<file path="config.mk">
export PLATFORM = sky130hd
export DESIGN_NAME = rom_loader
export DESIGN_NICKNAME = d
export VERILOG_FILES = /design/src/rtl/rom_loader_pkg.sv /design/src/rtl/rom_loader_byte_fifo.sv /design/src/rtl/rom_loader.sv
export SDC_FILE = /design/constraint.sdc
export NUM_CORES = 1
export LEC_CHECK = 0
export ABC_AREA = 1
export CAP_MARGIN = 40
export CORE_AREA = 2 2 182 184
export DETAILED_ROUTE_END_ITERATION = 6
export DIE_AREA = 0 0 184 186
export SYNTH_ARGS = -nofsm -noshare
export SYNTH_HDL_FRONTEND = slang
export SYNTH_SLANG_ARGS = --single-unit
</file>
<file path="constraint.sdc">
create_clock -name clk_sys -period 2.5 [get_ports clk_sys]
set_clock_uncertainty 0.05 [all_clocks]
set_input_delay 0.25 -clock clk_sys [delete_from_list [all_inputs] [get_ports clk_sys]]
set_output_delay 0.25 -clock clk_sys [all_outputs]
set_load 0.02 [all_outputs]
</file>
<file path="src/rtl/rom_loader_pkg.sv">
// Shared types and region map for the ROM download front end.
// Region bounds are 17-bit byte addresses within the downloaded image.
package rom_loader_pkg;

    localparam logic [16:0] GFX1_BASE = 17'h0A000;
    localparam logic [16:0] GFX2_BASE = 17'h10000;
    localparam logic [16:0] PROM_BASE = 17'h1C000;
    localparam logic [16:0] PROM_END  = 17'h1C320;

    typedef enum logic [1:0] {P1, P2, DL, DROP} region_t;

    typedef enum logic [1:0] {ST_IDLE, ST_POP, ST_W1, ST_W2} state_t;

    function automatic region_t decode_region(input logic [16:0] a);
        region_t r;
        if (a < GFX1_BASE)
            r = P1;
        else if (a < GFX2_BASE)
            r = DL;
        else if (a < PROM_BASE)
            r = P2;
        else if (a < PROM_END)
            r = DL;
        else
            r = DROP;
        return r;
    endfunction

endpackage

</file>
<file path="src/rtl/rom_loader_byte_fifo.sv">
// Small synchronous FIFO with occupancy count; push when full and pop when
// empty are ignored, so callers decide what a rejected push means.
module byte_fifo #(
    parameter int unsigned DEPTH = 4,
    parameter int unsigned WIDTH = 25
) (
    input  logic                       i_clk,
    input  logic                       i_rst_n,
    input  logic                       i_push,
    input  logic [WIDTH-1:0]           i_wdata,
    input  logic                       i_pop,
    output logic [WIDTH-1:0]           o_rdata,
    output logic                       o_full,
    output logic                       o_empty,
    output logic [$clog2(DEPTH):0]     o_count
);

    localparam int unsigned AW = $clog2(DEPTH);
    localparam int unsigned CW = AW + 1;

    logic [WIDTH-1:0] r_mem [DEPTH];
    logic [AW-1:0]    r_wr_ptr;
    logic [AW-1:0]    r_rd_ptr;
    logic [CW-1:0]    r_count;
    logic             w_push_ok;
    logic             w_pop_ok;

    assign o_full    = (r_count == CW'(DEPTH));
    assign o_empty   = (r_count == '0);
    assign o_count   = r_count;
    assign o_rdata   = r_mem[r_rd_ptr];
    assign w_push_ok = i_push & ~o_full;
    assign w_pop_ok  = i_pop & ~o_empty;

    always_ff @(posedge i_clk) begin
        if (w_push_ok)
            r_mem[r_wr_ptr] <= i_wdata;
    end

    // Power-of-2 depth lets the pointers wrap by plain overflow.
    always_ff @(posedge i_clk or negedge i_rst_n) begin
        if (!i_rst_n) begin
            r_wr_ptr <= '0;
            r_rd_ptr <= '0;
            r_count  <= '0;
        end else begin
            if (w_push_ok)
                r_wr_ptr <= r_wr_ptr + AW'(1);
            if (w_pop_ok)
                r_rd_ptr <= r_rd_ptr + AW'(1);
            if (w_push_ok && !w_pop_ok)
                r_count <= r_count + CW'(1);
            else if (w_pop_ok && !w_push_ok)
                r_count <= r_count - CW'(1);
        end
    end

endmodule

</file>
<file path="src/rtl/rom_loader.sv">
// ioctl download front end: buffers bytes, routes them to SDRAM port1/port2
// or the local dl bus, and owns rom_loaded and the post-load core reset.
module rom_loader
    import rom_loader_pkg::*;
#(
    parameter int unsigned FIFO_DEPTH = 4,
    parameter logic [15:0] RESET_HOLD = 16'hFFFF,
    parameter logic [7:0]  ROM_INDEX  = 8'd0
) (
    input  logic        clk_sys,
    input  logic        reset_n,
    input  logic        ioctl_download,
    input  logic        ioctl_wr,
    input  logic [24:0] ioctl_addr,
    input  logic [7:0]  ioctl_dout,
    input  logic [7:0]  ioctl_index,
    output logic        ioctl_wait,
    input  logic        soft_reset,
    output logic        port1_req,
    input  logic        port1_ack,
    output logic [22:0] port1_a,
    output logic [1:0]  port1_ds,
    output logic [15:0] port1_d,
    output logic        port1_we,
    output logic        port2_req,
    input  logic        port2_ack,
    output logic [22:0] port2_a,
    output logic [1:0]  port2_ds,
    output logic [15:0] port2_d,
    output logic        port2_we,
    output logic        dl_wr,
    output logic [16:0] dl_addr,
    output logic [7:0]  dl_data,
    output logic        rom_loaded,
    output logic        core_reset,
    output logic        overflow
);

    localparam int unsigned CW = $clog2(FIFO_DEPTH) + 1;

    state_t        r_state;
    state_t        w_next_state;
    logic          r_wr_d;
    logic          r_dl_d;
    logic          r_dl_pending;
    logic          r_p1_req, r_p2_req;
    logic [22:0]   r_p1_a, r_p2_a;
    logic [1:0]    r_p1_ds, r_p2_ds;
    logic [15:0]   r_p1_d, r_p2_d;
    logic          r_p1_we, r_p2_we;
    logic          r_dl_wr;
    logic [16:0]   r_dl_addr;
    logic [7:0]    r_dl_data;
    logic          r_rom_loaded;
    logic          r_overflow;
    logic [15:0]   r_hold;

    logic          w_wr_rise;
    logic          w_push;
    logic          w_pop;
    logic          w_full, w_empty;
    logic [CW-1:0] w_count;
    logic [24:0]   w_head;
    logic [16:0]   w_head_addr;
    logic [7:0]    w_head_data;
    region_t       w_region;
    logic [23:0]   w_p2_off;
    logic          w_issue_p1, w_issue_p2, w_issue_dl;
    logic          w_dl_rise;
    logic          w_done;
    logic          w_unused;

    assign w_unused  = ^ioctl_addr[24:17];

    assign w_wr_rise = ioctl_wr & ~r_wr_d & ioctl_download & (ioctl_index == ROM_INDEX);
    assign w_push    = w_wr_rise & ~w_full;

    byte_fifo #(
        .DEPTH (FIFO_DEPTH),
        .WIDTH (25)
    ) u_fifo (
        .i_clk   (clk_sys),
        .i_rst_n (reset_n),
        .i_push  (w_push),
        .i_wdata ({ioctl_addr[16:0], ioctl_dout}),
        .i_pop   (w_pop),
        .o_rdata (w_head),
        .o_full  (w_full),
        .o_empty (w_empty),
        .o_count (w_count)
    );

    assign w_head_addr = w_head[24:8];
    assign w_head_data = w_head[7:0];
    assign w_region    = decode_region(w_head_addr);
    assign w_p2_off    = {7'b0, w_head_addr} - {7'b0, GFX2_BASE};

    always_ff @(posedge clk_sys or negedge reset_n) begin
        if (!reset_n)
            r_state <= ST_IDLE;
        else
            r_state <= w_next_state;
    end

    always_comb begin
        w_next_state = r_state;
        w_pop        = 1'b0;
        w_issue_p1   = 1'b0;
        w_issue_p2   = 1'b0;
        w_issue_dl   = 1'b0;
        case (r_state)
            ST_IDLE: begin
                if (!w_empty)
                    w_next_state = ST_POP;
            end
            ST_POP: begin
                w_pop = 1'b1;
                case (w_region)
                    P1: begin
                        w_issue_p1   = 1'b1;
                        w_next_state = ST_W1;
                    end
                    P2: begin
                        w_issue_p2   = 1'b1;
                        w_next_state = ST_W2;
                    end
                    DL: begin
                        w_issue_dl   = 1'b1;
                        w_next_state = ST_IDLE;
                    end
                    default: w_next_state = ST_IDLE;
                endcase
            end
            ST_W1: begin
                if (port1_ack == r_p1_req)
                    w_next_state = w_empty ? ST_IDLE : ST_POP;
            end
            ST_W2: begin
                if (port2_ack == r_p2_req)
                    w_next_state = w_empty ? ST_IDLE : ST_POP;
            end
            default: w_next_state = ST_IDLE;
        endcase
    end

    // Address/data registers only load on issue, so they hold until the ack.
    always_ff @(posedge clk_sys or negedge reset_n) begin
        if (!reset_n) begin
            r_p1_req  <= 1'b0;
            r_p1_a    <= '0;
            r_p1_ds   <= '0;
            r_p1_d    <= '0;
            r_p1_we   <= 1'b0;
            r_p2_req  <= 1'b0;
            r_p2_a    <= '0;
            r_p2_ds   <= '0;
            r_p2_d    <= '0;
            r_p2_we   <= 1'b0;
            r_dl_wr   <= 1'b0;
            r_dl_addr <= '0;
            r_dl_data <= '0;
        end else begin
            r_dl_wr <= w_issue_dl;
            if (w_issue_dl) begin
                r_dl_addr <= w_head_addr;
                r_dl_data <= w_head_data;
            end
            if (w_issue_p1) begin
                r_p1_req <= ~r_p1_req;
                r_p1_a   <= {7'b0, w_head_addr[16:1]};
                r_p1_ds  <= {w_head_addr[0], ~w_head_addr[0]};
                r_p1_d   <= {w_head_data, w_head_data};
                r_p1_we  <= 1'b1;
            end
            if (w_issue_p2) begin
                r_p2_req <= ~r_p2_req;
                r_p2_a   <= {w_p2_off[23:16], w_p2_off[13:0], w_p2_off[15]};
                r_p2_ds  <= {w_p2_off[14], ~w_p2_off[14]};
                r_p2_d   <= {w_head_data, w_head_data};
                r_p2_we  <= 1'b1;
            end
        end
    end

    assign w_dl_rise = ioctl_download & ~r_dl_d;
    // Completion needs a download to have been seen, so power-up stays unloaded.
    assign w_done    = r_dl_pending & ~ioctl_download & w_empty & (r_state == ST_IDLE);

    always_ff @(posedge clk_sys or negedge reset_n) begin
        if (!reset_n) begin
            r_wr_d       <= 1'b0;
            r_dl_d       <= 1'b0;
            r_dl_pending <= 1'b0;
            r_rom_loaded <= 1'b0;
            r_overflow   <= 1'b0;
            r_hold       <= '0;
        end else begin
            r_wr_d <= ioctl_wr;
            r_dl_d <= ioctl_download;

            if (w_dl_rise)
                r_dl_pending <= 1'b1;
            else if (w_done)
                r_dl_pending <= 1'b0;

            if (w_dl_rise)
                r_rom_loaded <= 1'b0;
            else if (w_done)
                r_rom_loaded <= 1'b1;

            if (w_wr_rise && w_full)
                r_overflow <= 1'b1;
            else if (w_dl_rise)
                r_overflow <= 1'b0;

            if (w_done || (soft_reset && r_rom_loaded && !ioctl_download))
                r_hold <= RESET_HOLD;
            else if (r_hold != '0)
                r_hold <= r_hold - 16'd1;
        end
    end

    assign ioctl_wait = (w_count >= CW'(FIFO_DEPTH - 1));
    assign port1_req  = r_p1_req;
    assign port1_a    = r_p1_a;
    assign port1_ds   = r_p1_ds;
    assign port1_d    = r_p1_d;
    assign port1_we   = r_p1_we;
    assign port2_req  = r_p2_req;
    assign port2_a    = r_p2_a;
    assign port2_ds   = r_p2_ds;
    assign port2_d    = r_p2_d;
    assign port2_we   = r_p2_we;
    assign dl_wr      = r_dl_wr;
    assign dl_addr    = r_dl_addr;
    assign dl_data    = r_dl_data;
    assign rom_loaded = r_rom_loaded;
    assign overflow   = r_overflow;
    assign core_reset = ~r_rom_loaded | ioctl_download | (r_hold != '0);

endmodule
</file>
==> results of run 1 <==
-- stage by stage --
step	TNS, ps	worst slack [ps]	std cells	instance area (um^2)
after floorplan	-4647	-46.47	863	8986
after global placement	-5.580	-5.580	1379	10800
after detailed placement	-58.61	-58.61	1379	10800
after CTS	0	82.18	1421	11560
after global routing	0	20.45	1421	11560
final	0	170.9	1422	11560
-- worst paths after layout --
kind                                    end  cells past startpoint          startpoint
worst min-delay path                 r_wr_d                      1            ioctl_wr
max in group asynchronous        dl_addr[3]                      3             reset_n
worst max-delay path             core_reset                      8           r_hold[0]
worst max register to register   dl_data[5]                     10  u_fifo.r_rd_ptr[0]
min in group asynchronous       port1_a[12]                      3             reset_n
worst min register to register     port2_we                      1            port2_we
-- flip-flops by register name (all words and copies together), names as in the netlist, 2 cells and up --
register / cells
r_hold: 16
dl_addr: 17
u_fifo.o_count: 3
r_state: 2
u_fifo.r_wr_ptr: 2
port2_d: 8
port1_d: 8
dl_data: 8
u_fifo.r_rd_ptr: 2
port1_ds: 2
port1_a: 16
port2_a: 16
u_fifo.r_mem: 100
port2_ds: 2
-- worst reg2reg max path: stages, from the launching register on --
cell	delay (ps)
sky130_fd_sc_hd__dfrtp_1	510
sky130_fd_sc_hd__buf_4	260
sky130_fd_sc_hd__nand2_1	60
sky130_fd_sc_hd__nand3_1	90
sky130_fd_sc_hd__nand2_2	150
sky130_fd_sc_hd__o21ai_2	210
sky130_fd_sc_hd__nand2_4	100
sky130_fd_sc_hd__nor2_8	210
sky130_fd_sc_hd__nand2_4	230
sky130_fd_sc_hd__nand2_1	130
sky130_fd_sc_hd__nand2_1	60
-- layout by cell type, fill, tap and decap left out, drive strengths merged --
master / count
inv: 81
clkinvlp: 4
conb: 7
a21oi: 19
a31oi: 3
clkinv: 7
nor2: 47
nor3: 6
bufinv: 3
a31o: 1
clkbuf: 26
diode: 1
ha: 7
nand3: 65
clkdlybuf4s50: 146
nand3b: 2
fa: 1
dlygate4sd2: 1
o211ai: 4
edfxtp: 100
xor2: 4
xnor2: 4
o21a: 1
buf: 24
a32oi: 13
o21ai: 65
o31ai: 1
nand4: 5
nand2: 249
or2: 4
dfrtp: 112
dlygate4sd3: 1
-- cell families (layout without fill, tap and decap cells) --
kind of cell | after synthesis | in the layout | synth area share, %
XOR/XNOR | 8 | 8 | 0.7816
other | 1 | 8 | 0.04184
AO/OA/AOI/OAI | 107 | 107 | 6.812
adder cells (fa/ha/maj) | 8 | 8 | 1.200
buffers and inverters | 143 | 293 | 8.361
flip-flops | 212 | 212 | 64.77
AND/OR/NAND/NOR | 378 | 378 | 18.03
-- final cells by class --
cell class | instances | area, um^2 | area share [%]
well taps | 408 | 510.5 | 4.416
diodes | 1 | 2.502 | 0.02164
clock inverters | 15 | 158.9 | 1.374
repair buffers | 172 | 1748 | 15.12
inverters | 80 | 305.3 | 2.641
flip-flops and latches | 212 | 5806 | 50.22
multi-input cells | 508 | 2444 | 21.14
clock buffers | 26 | 586.8 | 5.076
-- power by group through the flow --
stage                     clock, mW  sequential, mW  combinational, mW
after CTS                      3.45            4.94               6.13
after global routing           3.58            5.02               6.64
after floorplan                   0            5.60               3.11
final                          3.35            4.93               6.02
after global placement            0            4.99               6.05
after detailed placement          0            5.00               6.12
-- metal layers --
layer,vias up,share of wire [%],wire (um),GRT usage [%]
li1,3080,-,-,-
met2,138,48,10020,20.62
met1,2901,43,9080,15.09
met5,-,0.11,24,0
met4,4,2.7,559,3.904
met3,44,5.8,1221,2.974
-- repair_timing --
action,CTS,global route
hold endpoints to repair,112,0
resized for setup,1,2
hold buffers,1,0
setup buffers,0,0
endpoints found under the setup margin,1,1
==> results.md, run 1 <==
- The average wire per cell in the routed design is 14.70 um.
- Summed over all instances, the cell type with the most area after synthesis is sky130_fd_sc_hd__edfxtp_1.
- The site row count is 66.
- The clock slew at the register clock pins of the worst setup and hold paths is 60 ps.
- Synthesis inferred 212 register bits.
- The number of clock buffers added by TritonCTS is 23.
- On the critical path, the stage with the largest delay is an instance of sky130_fd_sc_hd__dfrtp_1.
- The number of global-route vias before repair is 5773.
- The clock passes through at most 3 buffers.
- For this run, asynchronously set or reset flops after synthesis account for 52.83%.
- In the post-synthesis netlist, the biggest area contributors are sky130_fd_sc_hd__edfxtp_1 34%, sky130_fd_sc_hd__dfrtp_1 31%, sky130_fd_sc_hd__nand2_1 10%.
- For this design the ratio of total power to cell area is 1237 nW/um^2.
- From left edge to right edge, the die measures 184 um.
- The count of max-cap constraint violations is 0.
- The source-to-sink clock delay at the later pin of the worst-skew pair is 510 ps.
- Together, buffers and inverters on the worst path number 3.
- The HPWL after detailed placement is 14.77 mm.
- The first global-routing pass estimated 31.94 mm of wire.
- The Yosys step of the flow raised 0 warnings.
- The pin count of the biggest net entering global routing is 113.
- The worst setup path is launched from a flip-flop.
- The top flip-flop cell by instance count after synthesis is sky130_fd_sc_hd__dfrtp_1.
- Summing the sequential cell areas from Yosys gives 64.77% of the chip area.
- The most repeated cell in the gate-level netlist after synthesis is sky130_fd_sc_hd__nand2_1.
- Setup violations remaining at the end of the flow were counted as 0.
- The count of port buffers added during placement is 148.
- The number of instances in the synthesized netlist is 857.
- The maximum clock frequency is 429.3 MHz.
- In this run the number of H-tree levels came out at 1.
- The number of design rule violations left after detail routing is 0.
- The tightest min-delay check is of the in -> reg type.
- The synthesized area is 8964 um^2.
- The number of nets in the layout is 1053.
- The fraction of final layout cells sized beyond drive strength 1 is 8.490%.
- In this run, the combinational gates consume 42.1% of the power.
- The number of enable flip-flop cells after synthesis is 100.
- Internal power comes to 8.741 mW.
- Setup repair after global routing left no endpoint under its margin.
- The max-slew violation count came to 0.
- The dominant delay contributor by cell family on the critical path is simple AND/OR/NAND/NOR gates.
- Final hold analysis gives a worst-case slack of 175.4 ps.
- The detailed router placed 6167 vias in this run.
- The core footprint is 32210 um^2.
- The critical path goes through inv_2, ha_1, inv_1, nor3_1, nand3_1, nor2_2, nand2_1, dlygate4sd2_1.
- The post-route antenna net violation count is 0.
- The number of design-rule violations left by the first detailed-router iteration is 378.
- The data required time at the worst endpoint is 2200 ps.
- Summed over all layers, the routed wires come to 20.91 mm.
- The category of the worst setup path capture point is an output port.
- The slew at the pin with the worst max-slew slack is 668.8 ps.
- The number of antenna violations at the first check in global routing came to 3.
- For this run, the total global-route usage over all layers was measured as 12.10%.
- The clock network burns 23.5% of the power.
- The congestion estimate from routability-driven global placement came to 0.8324.
- The area growth from synthesis to layout is 28.98%.
- For this configuration, the core starts out at a cell density of 27.83%.
- The post-synthesis cell type count is 39.
- The share of total power dissipated in sequential elements is 34.5%.
- After layout, the worst path uses 93.16% of the clock period.
- Along the worst path, the maximum fanout reaches 5.
- The category of the critical setup timing path is reg -> out.
- The chip height is 186 um.
- The worst pin sits at a relative slew slack of 55.42%.
- The run finished with clean final reports.
- On the worst path, the slowest cell contributes a delay of 420 ps.
- The final standard cell utilization of the core is 35.90%.
- The fill cell instance count of the final layout is 3176.
- Dividing the detail-routed via count by the number of cells gives 4.337.
- Net switching is 38.87% of the power.
- The share of the synthesized area in the top cell type is 33.50%.
- The CTS tree is yes.
- The number of clock sinks is 212.
- The die footprint is 34220 um^2.
- The final hold violation count is 0.
- The power consumption is 14.30 mW.
- Before antenna repair, the detailed router went through 5 iterations.
- The aggregate global routing overflow is 0.
- The post-synthesis area per instance is 10.46 um^2.
- The time the final worst path needs with I/O delays and setup is 2329 ps.
- Counting instances in the post-synthesis netlist gives the leading cell types as 240 x sky130_fd_sc_hd__nand2_1, 112 x sky130_fd_sc_hd__dfrtp_1, 100 x sky130_fd_sc_hd__edfxtp_1.
- The root buffer selected by CTS is sky130_fd_sc_hd__clkbuf_16.
- The I/O pin count is 164.
- The worst-case IR drop observed on VDD is 577.0 uV.
- For this design the static power due to leakage is 4.809 nW.
- Summed over all nets, the switching power comes to 5.558 mW.
- The worst register-to-register path has a setup slack of 320 ps.
- Data arrives at the worst endpoint at 2030 ps.
(Power assumes the default switching activity.)
==> inputs of run 2 (changes only) <==
--- a/config.mk
+++ b/config.mk
@@ -10,6 +10,7 @@
 export CORE_AREA = 2 2 182 184
 export DETAILED_ROUTE_END_ITERATION = 6
 export DIE_AREA = 0 0 184 186
+export SETUP_SLACK_MARGIN = 0.5
 export SYNTH_ARGS = -nofsm -noshare
 export SYNTH_HDL_FRONTEND = slang
 export SYNTH_SLANG_ARGS = --single-unit
==> results.md, run 2 (synthesis gave the netlist of run 1 again) <==
- The fill cell instance count of the final layout is 3114 (was 3176).
- The number of flip-flops under the largest register name came to 100 (unchanged).
- The detailed-route wire length is 23.67 mm (was 20.91 mm).
- The I/O pin count came to 164 (unchanged).
- The most flop-heavy register is u_fifo.r_mem (unchanged).
- The total via count in the routed design is 6481 (was 6167).
- The number of nets in the layout is 1099 (was 1053).
- The maximum clock frequency is 479.1 MHz (was 429.3 MHz).
- The final hold violation count is 0 (unchanged).
- The pre-CTS setup slack came to -13.26 ps (was -58.61 ps).
- The peak per-stage delay on the critical path came to 390 ps (was 420 ps).
- The worst min-delay path class is in -> async (was in -> reg).
- The placed wire-length estimate after detailed placement is 14.92 mm (was 14.77 mm).
- The clock slew at the register clock pins of the worst setup and hold paths is 60 ps (about the same).
- The peak ir drop on the vdd network is 606.6 uV (was 577.0 uV).
- Critical Path, Cell by Cell: inv_2, ha_4, inv_2, nor3_2, nand3_2, nor2_4, nand2_2, buf_6 (was inv_2, ha_1, inv_1, nor3_1, nand3_1, nor2_2, nand2_1, dlygate4sd2_1).
- The area growth from synthesis to layout is 39.10% (was 28.98%).
- The worst-case headroom to the max-slew limit is 63.43% (was 55.42%).
- The post-layout worst setup margin was 412.8 ps (was 170.9 ps).
- The time the final worst path needs with I/O delays and setup was 2087 ps (was 2329 ps).
- Outcome: finished, final reports clean (unchanged).
- The cell count after placement came to 1382 (was 1379).
- The root buffer selected by CTS is sky130_fd_sc_hd__clkbuf_16 (unchanged).
- The data required time at the worst endpoint is 2200 ps (about the same).
- The category of the worst setup path capture point is an output port (unchanged).
- The count of non-filler cells in the finished layout is 1468 (was 1422).
- The core footprint is 32210 um^2 (unchanged).
- Setup repair after global routing missed its margin: true (was false).
- The slew at the pin with the worst max-slew slack is 544.4 ps (was 668.8 ps).
- The post-route antenna net violation count is 0 (unchanged).
- The pin count of the biggest net entering global routing is 73 (was 113).
- The aggregate global-route resource usage is 12.83% (was 12.10%).
- The critical path arrival is 1790 ps (was 2030 ps).
- The cell that appears most often on the critical path is sky130_fd_sc_hd__inv_2.
- The number of vias per cell was 4.415 (was 4.337).
- The global placer's final weighted congestion was 0.8429 (was 0.8324).
- The clock share of power came to 21.7% (was 23.5%).
- The number of clock sinks is 212 (unchanged).
- The aggregate global routing overflow is 0 (unchanged).
- The number of antenna violations at the first check in global routing is 1 (was 3).
- The final clock period utilization by the worst path is 83.49% (was 93.16%).
- Top library cells by usage in the layout, fill and taps aside: 227 x sky130_fd_sc_hd__nand2_1, 144 x sky130_fd_sc_hd__clkdlybuf4s50_1, 111 x sky130_fd_sc_hd__dfrtp_1 (was 240 x sky130_fd_sc_hd__nand2_1, 146 x sky130_fd_sc_hd__clkdlybuf4s50_1, 112 x sky130_fd_sc_hd__dfrtp_1).
- The chip height is 186 um (unchanged).
- The number of design rule violations left after detail routing was 0 (unchanged).
- The leakage power summed over all cells came to 5.175 nW (was 4.809 nW).
- The number of detailed-route iterations in the first pass was 5 (unchanged).
- The average wire per cell in the routed design is 16.12 um (was 14.70 um).
- The fraction of final layout cells sized beyond drive strength 1 is 17.17% (was 8.490%).
- The sort of element at the start of the critical path is a flip-flop (unchanged).
- The power per cell area was 1269 nW/um^2 (was 1237 nW/um^2).
- The die footprint is 34220 um^2 (unchanged).
- The TritonCTS buffer count was 24 (was 23).
- The internal cell power is 9.561 mW (was 8.741 mW).
- The category of the critical setup timing path is reg -> out (unchanged).
- The switching power as a share of total power was 39.57% (was 38.87%).
- The starting utilization of the core area was 27.83% (unchanged).
- The area used by multi-input combinational logic is 2756 um^2 (was 2444 um^2).
- The site row count is 66 (unchanged).
- The CTS tree was yes (unchanged).
- The number of design-rule violations left by the first detailed-router iteration was 365 (was 378).
- The net switching power figure is 6.261 mW (was 5.558 mW).
- The number of global-route vias before repair was 6229 (was 5773).
- The source-to-sink clock delay at the later pin of the worst-skew pair is 520 ps (was 510 ps).
- The count of port buffers added during placement came to 148 (unchanged).
- The maximum root-to-sink buffer count is 3 (unchanged).
- The sequential group share of total power is 31.2% (was 34.5%).
- The most common cell after layout, fill and taps aside is sky130_fd_sc_hd__nand2_1 (unchanged).
- The H-tree depth is 1 (unchanged).
- The number of setup violations in the final report is 0 (unchanged).
- The worst-path cell with the longest stage delay is sky130_fd_sc_hd__dfrtp_1 (unchanged).
- The die width came to 184 um (unchanged).
- The combinational group share of total power is 47.0% (was 42.1%).
- The largest fanout of any net on the critical path is 3 (was 5).
- The max-slew violation count came to 0 (unchanged).
- The first-pass GRT wire length came to 34.24 mm (was 31.94 mm).
- The register-to-register setup slack came to 480 ps (was 320 ps).
- The count of max-cap constraint violations is 0 (unchanged).
- The combined flip-flop and latch cell area is 5807 um^2 (was 5806 um^2).
- The antenna diode count was 0 (was 1).
[run 2: cell types whose count changed in the layout (fill, tap and decap cells not counted), sizes merged, moves of 2 or more]
cell           change
buf               +33
clkdlybuf4s50      -2
clkbuf            +12
nand2              +2
bufinv             -2
inv                +3
[run 2: area by class of cell]
| type | instances | share of cell area (%) |
|---|---|---|
| Clock buffer | 30 | 5.409 |
| Timing Repair inverter | 3 | 0.2910 |
| Multi-Input combinational cell | 511 | 22.11 |
| Tap cell | 408 | 4.094 |
| Inverter | 80 | 2.669 |
| Timing Repair Buffer | 211 | 18.02 |
| Sequential cell | 212 | 46.57 |
| Clock inverter | 13 | 0.8329 |
[run 2: layer usage]
layer	part of all wire, %	GRT usage [%]
met1	42	16.59
met2	50	21.46
met3	5.6	2.778
met4	2.8	4.128
met5	0.046	0
[run 2: worst max-delay path: cells and delay by family, from the launching register on]
| kind | cells | cell delay (ps) |
|---|---|---|
| simple gates | 4 | 500 |
| fa+ha+maj | 1 | 130 |
| flops | 1 | 390 |
| buf+inv | 3 | 270 |
[run 2: final timing paths]
kind	startpoint	to	depth (start not counted)
worst max-delay path	r_hold[0]	core_reset	8
worst min-delay path	reset_n	dl_addr[9]	2
worst max register to register	r_wr_d	u_fifo.r_mem[2][2]	10
worst min register to register	dl_addr[15]	dl_addr[15]	2
max in group asynchronous	reset_n	r_dl_pending	3
min in group clk_sys	ioctl_wr	r_wr_d	1
[run 2: power by group through the flow]
stage | Clock (mW) | Combinational (mW) | Sequential (mW)
after CTS | 3.52 | 6.51 | 4.95
final | 3.43 | 7.44 | 4.94
after floorplan | 0 | 3.11 | 5.60
after global routing | 3.68 | 8.14 | 5.04
after global placement | 0 | 6.09 | 4.99
after detailed placement | 0 | 6.18 | 5.00
[run 2: what timing repair did]
| item | 4_1_cts | 5_1_grt |
|---|---|---|
| endpoints found under the setup margin | 75 | 179 |
| resized for setup | 29 | 64 |
| hold buffers | 1 | 0 |
| hold endpoints to repair | 85 | 0 |
| cloned | 2 | 13 |
| buffers inserted | 7 | 20 |
| pin swaps | 6 | 25 |
[run 2: per-stage QoR]
step	util [%]	cell area (um^2)	hold WS, ps	power [mW]	TNS, ps
global route	38.71	12470	149.2	16.86	0
global placement	33.62	10830	123.7	11.08	0
detailed placement	33.62	10830	120.6	11.18	-13.26
finish	38.71	12470	140.8	15.82	0
floorplan	-	8999	-95.59	8.712	0
CTS	36.59	11790	134.9	14.97	0
==> inputs of run 3 (changes only) <==
==> constraint.sdc (replaced) <==
create_clock -name clk_sys -period 1.8 [get_ports clk_sys]
set_clock_uncertainty 0.05 [all_clocks]
set_input_delay 0.18 -clock clk_sys [delete_from_list [all_inputs] [get_ports clk_sys]]
set_output_delay 0.18 -clock clk_sys [all_outputs]
set_load 0.02 [all_outputs]
==> results.md, run 3 (synthesis gave the netlist of run 1 again) <==
- Outcome: finished with violations (was finished, final reports clean).
- The checks that failed: setup timing.
- The count of port buffers added during placement is 148 (unchanged).
- The most flop-heavy register is u_fifo.r_mem (unchanged).
- The global placer's final weighted congestion is 0.8502 (was 0.8429).
- The power per cell area was 1851 nW/um^2 (was 1269 nW/um^2).
- The I/O pin count is 164 (unchanged).
- The data required time at the worst endpoint is 2170 ps (was 2200 ps).
- The number of clock sinks is 212 (unchanged).
- Setup repair after global routing missed its margin: true (unchanged).
- The number of global-route vias before repair is 7504 (was 6229).
- The net switching power figure is 11.41 mW (was 6.261 mW).
- The sort of element at the start of the critical path is a flip-flop (unchanged).
- The H-tree depth is 1 (unchanged).
- The placed wire-length estimate after detailed placement was 16.30 mm (was 14.92 mm).
- The antenna diode count is 0 (unchanged).
- The peak ir drop on the vdd network is 801.3 uV (was 606.6 uV).
- The count of max-cap constraint violations is 0 (unchanged).
- The fraction of final layout cells sized beyond drive strength 1 is 53.25% (was 17.17%).
- The number of flip-flops under the largest register name was 100 (unchanged).
- The final hold violation count is 0 (unchanged).
- The power consumption is 29.39 mW (was 15.82 mW).
- The maximum clock frequency is 487.2 MHz.
- The aggregate global routing overflow is 0 (unchanged).
- The register-to-register setup slack is -250 ps (was 480 ps).
- The detailed-route wire length was 28.12 mm (was 23.67 mm).
- The internal cell power is 17.98 mW (was 9.561 mW).
- The number of vias per cell is 4.516 (was 4.415).
- The category of the worst setup path capture point is a flip-flop (was output port).
- The leakage power summed over all cells is 6.943 nW (was 5.175 nW).
- The site row count is 66 (unchanged).
- The TritonCTS buffer count is 23 (was 24).
- The count of non-filler cells in the finished layout was 1685 (was 1468).
- The die footprint is 34220 um^2 (unchanged).
- The maximum root-to-sink buffer count is 3 (unchanged).
- The average wire per cell in the routed design is 16.69 um (was 16.12 um).
- The aggregate global-route resource usage came to 15.48% (was 12.83%).
- The clock slew at the register clock pins of the worst setup and hold paths was 70 ps (was 60 ps).
- The first-pass GRT wire length is 41.12 mm (was 34.24 mm).
- Critical Path, Cell by Cell: buf_6, buf_16, nand2_4, nand3_4, nand2_4, buf_6, nand2_4, nor2_4, buf_6, nand3_4, nand2_8, buf_8, nand2_8, nand2_2, nand2_2 (was inv_2, ha_4, inv_2, nor3_2, nand3_2, nor2_4, nand2_2, buf_6).
- The CTS tree is yes (unchanged).
- The max-slew violation count came to 0 (unchanged).
- The time the final worst path needs with I/O delays and setup is 2052 ps.
- The root buffer selected by CTS was sky130_fd_sc_hd__clkbuf_16 (unchanged).
- The starting utilization of the core area is 27.83% (unchanged).
- The clock share of power is 17.3% (was 21.7%).
- The most common cell after layout, fill and taps aside is sky130_fd_sc_hd__buf_4 (was sky130_fd_sc_hd__nand2_1).
- The die width is 184 um (unchanged).
- The peak per-stage delay on the critical path came to 440 ps (was 390 ps).
- The cell count after placement was 1462 (was 1382).
- The post-layout worst setup margin is -252.3 ps (was 412.8 ps).
- The sequential group share of total power came to 24.0% (was 31.2%).
- The category of the critical setup timing path is reg -> reg (was reg -> out).
- The number of design-rule violations left by the first detailed-router iteration is 382 (was 365).
- The critical path arrival came to 2420 ps (was 1790 ps).
- The source-to-sink clock delay at the later pin of the worst-skew pair was 530 ps (was 520 ps).
- The largest fanout of any net on the critical path is 6 (was 3).
- The number of antenna violations at the first check in global routing is 2 (was 1).
- The number of setup violations in the final report was 186 (was 0).
- The worst-path cell with the longest stage delay is sky130_fd_sc_hd__dfrtp_2 (was sky130_fd_sc_hd__dfrtp_1).
- The pin count of the biggest net entering global routing is 73 (unchanged).
- The total via count in the routed design came to 7610 (was 6481).
- The number of nets in the layout is 1316 (was 1099).
- The pre-CTS setup slack is -564.9 ps (was -13.26 ps).
- The number of design rule violations left after detail routing is 0 (unchanged).
- The worst min-delay path class is in -> reg (was in -> async).
- The final clock period utilization by the worst path is 114.0%.
- The core footprint is 32210 um^2 (unchanged).
- The post-route antenna net violation count is 0 (unchanged).
- Top library cells by usage in the layout, fill and taps aside: 167 x sky130_fd_sc_hd__buf_4, 163 x sky130_fd_sc_hd__buf_6, 141 x sky130_fd_sc_hd__nand2_1 (was 227 x sky130_fd_sc_hd__nand2_1, 144 x sky130_fd_sc_hd__clkdlybuf4s50_1, 111 x sky130_fd_sc_hd__dfrtp_1).
- The switching power as a share of total power came to 38.83% (was 39.57%).
- The combinational group share of total power is 58.7% (was 47.0%).
- The number of detailed-route iterations in the first pass came to 5 (unchanged).
- The area growth from synthesis to layout is 77.15% (was 39.10%).
- The chip height is 186 um (unchanged).
==> run 3: cell types whose count changed in the layout (fill, tap and decap cells not counted), moves of 32 or more <==
cell                              previous run  this run
sky130_fd_sc_hd__buf_6                       4       163
sky130_fd_sc_hd__buf_4                      39       167
sky130_fd_sc_hd__clkdlybuf4s50_1           144        38
sky130_fd_sc_hd__nand2_1                   227       141
sky130_fd_sc_hd__nand2_2                    15        63
sky130_fd_sc_hd__o21ai_0                    53         6
sky130_fd_sc_hd__nand2_4                     5        41
sky130_fd_sc_hd__o21ai_2                     1        33
==> run 3: worst max-delay path, delay by kind of cell (launching register included) <==
kind / cells / cell delay [ps]
buffers and inverters: 5 / 640
and+or+nand+nor: 10 / 810
DFF: 1 / 440
==> run 3: per-layer routing <==
metal  vias to the layer above  wire length [um]  global-route usage (%)  part of all wire, %
met5                         -                30                       0                 0.11
met4                         4               653                   4.960                  2.3
met3                        53              1299                   2.680                  4.6
met2                       176             14800                   27.38                   53
met1                      3756             11330                   19.21                   40
li1                       3621                 -                       -                    -
==> run 3: repair_timing <==
action	4_1_cts	5_1_grt
pin swaps	38	48
gates resized for setup	749	291
endpoints found under the hold margin	112	0
setup buffers	111	45
endpoints found under the setup margin	318	314
hold buffers	1	0
gates cloned	23	1
==> run 3: layout make-up <==
| cell class | count | area [um^2] |
|---|---|---|
| clock buffer | 24 | 579.3 |
| clock inverter | 18 | 231.5 |
| fill | 2732 | 16330 |
| inverter | 80 | 340.3 |
| multi-input combinational | 512 | 3632 |
| sequential | 212 | 5812 |
| tap | 408 | 510.5 |
| timing repair buffer | 429 | 4748 |
| timing repair inverter | 2 | 25.02 |
==> run 3: stage by stage <==
stage	hold WS (ps)	setup TNS, ps	cell area, um^2	utilization, %
after detailed placement	142.8	-65670	11660	36.20
after floorplan	-165.6	-9720	9186	-
after CTS	50.78	-33590	14630	45.42
after global placement	144.5	-64120	11660	36.20
final	91.80	-32060	15880	49.30
after global routing	80.62	-52400	15880	49.30
==> run 3: power groups by stage <==
stage,Sequential [mW],Combinational [mW],Clock [mW]
after CTS,6.93,14.9,5.20
after detailed placement,6.88,10.3,0
after global placement,6.86,10.1,0
after global routing,7.14,18.3,5.40
final,7.05,17.2,5.10
after floorplan,7.80,4.77,0
==> run 3: worst paths after layout <==
check	start	to	depth (start not counted)
setup / recovery	u_fifo.r_rd_ptr[0]	dl_addr[0]	15
hold / removal	ioctl_wr	r_wr_d	1
setup reg to reg	u_fifo.r_rd_ptr[0]	dl_addr[0]	15
hold reg to reg	port2_we	port2_we	1
max in group asynchronous	reset_n	port2_d[9]	3
min in group asynchronous	reset_n	port1_a[9]	3
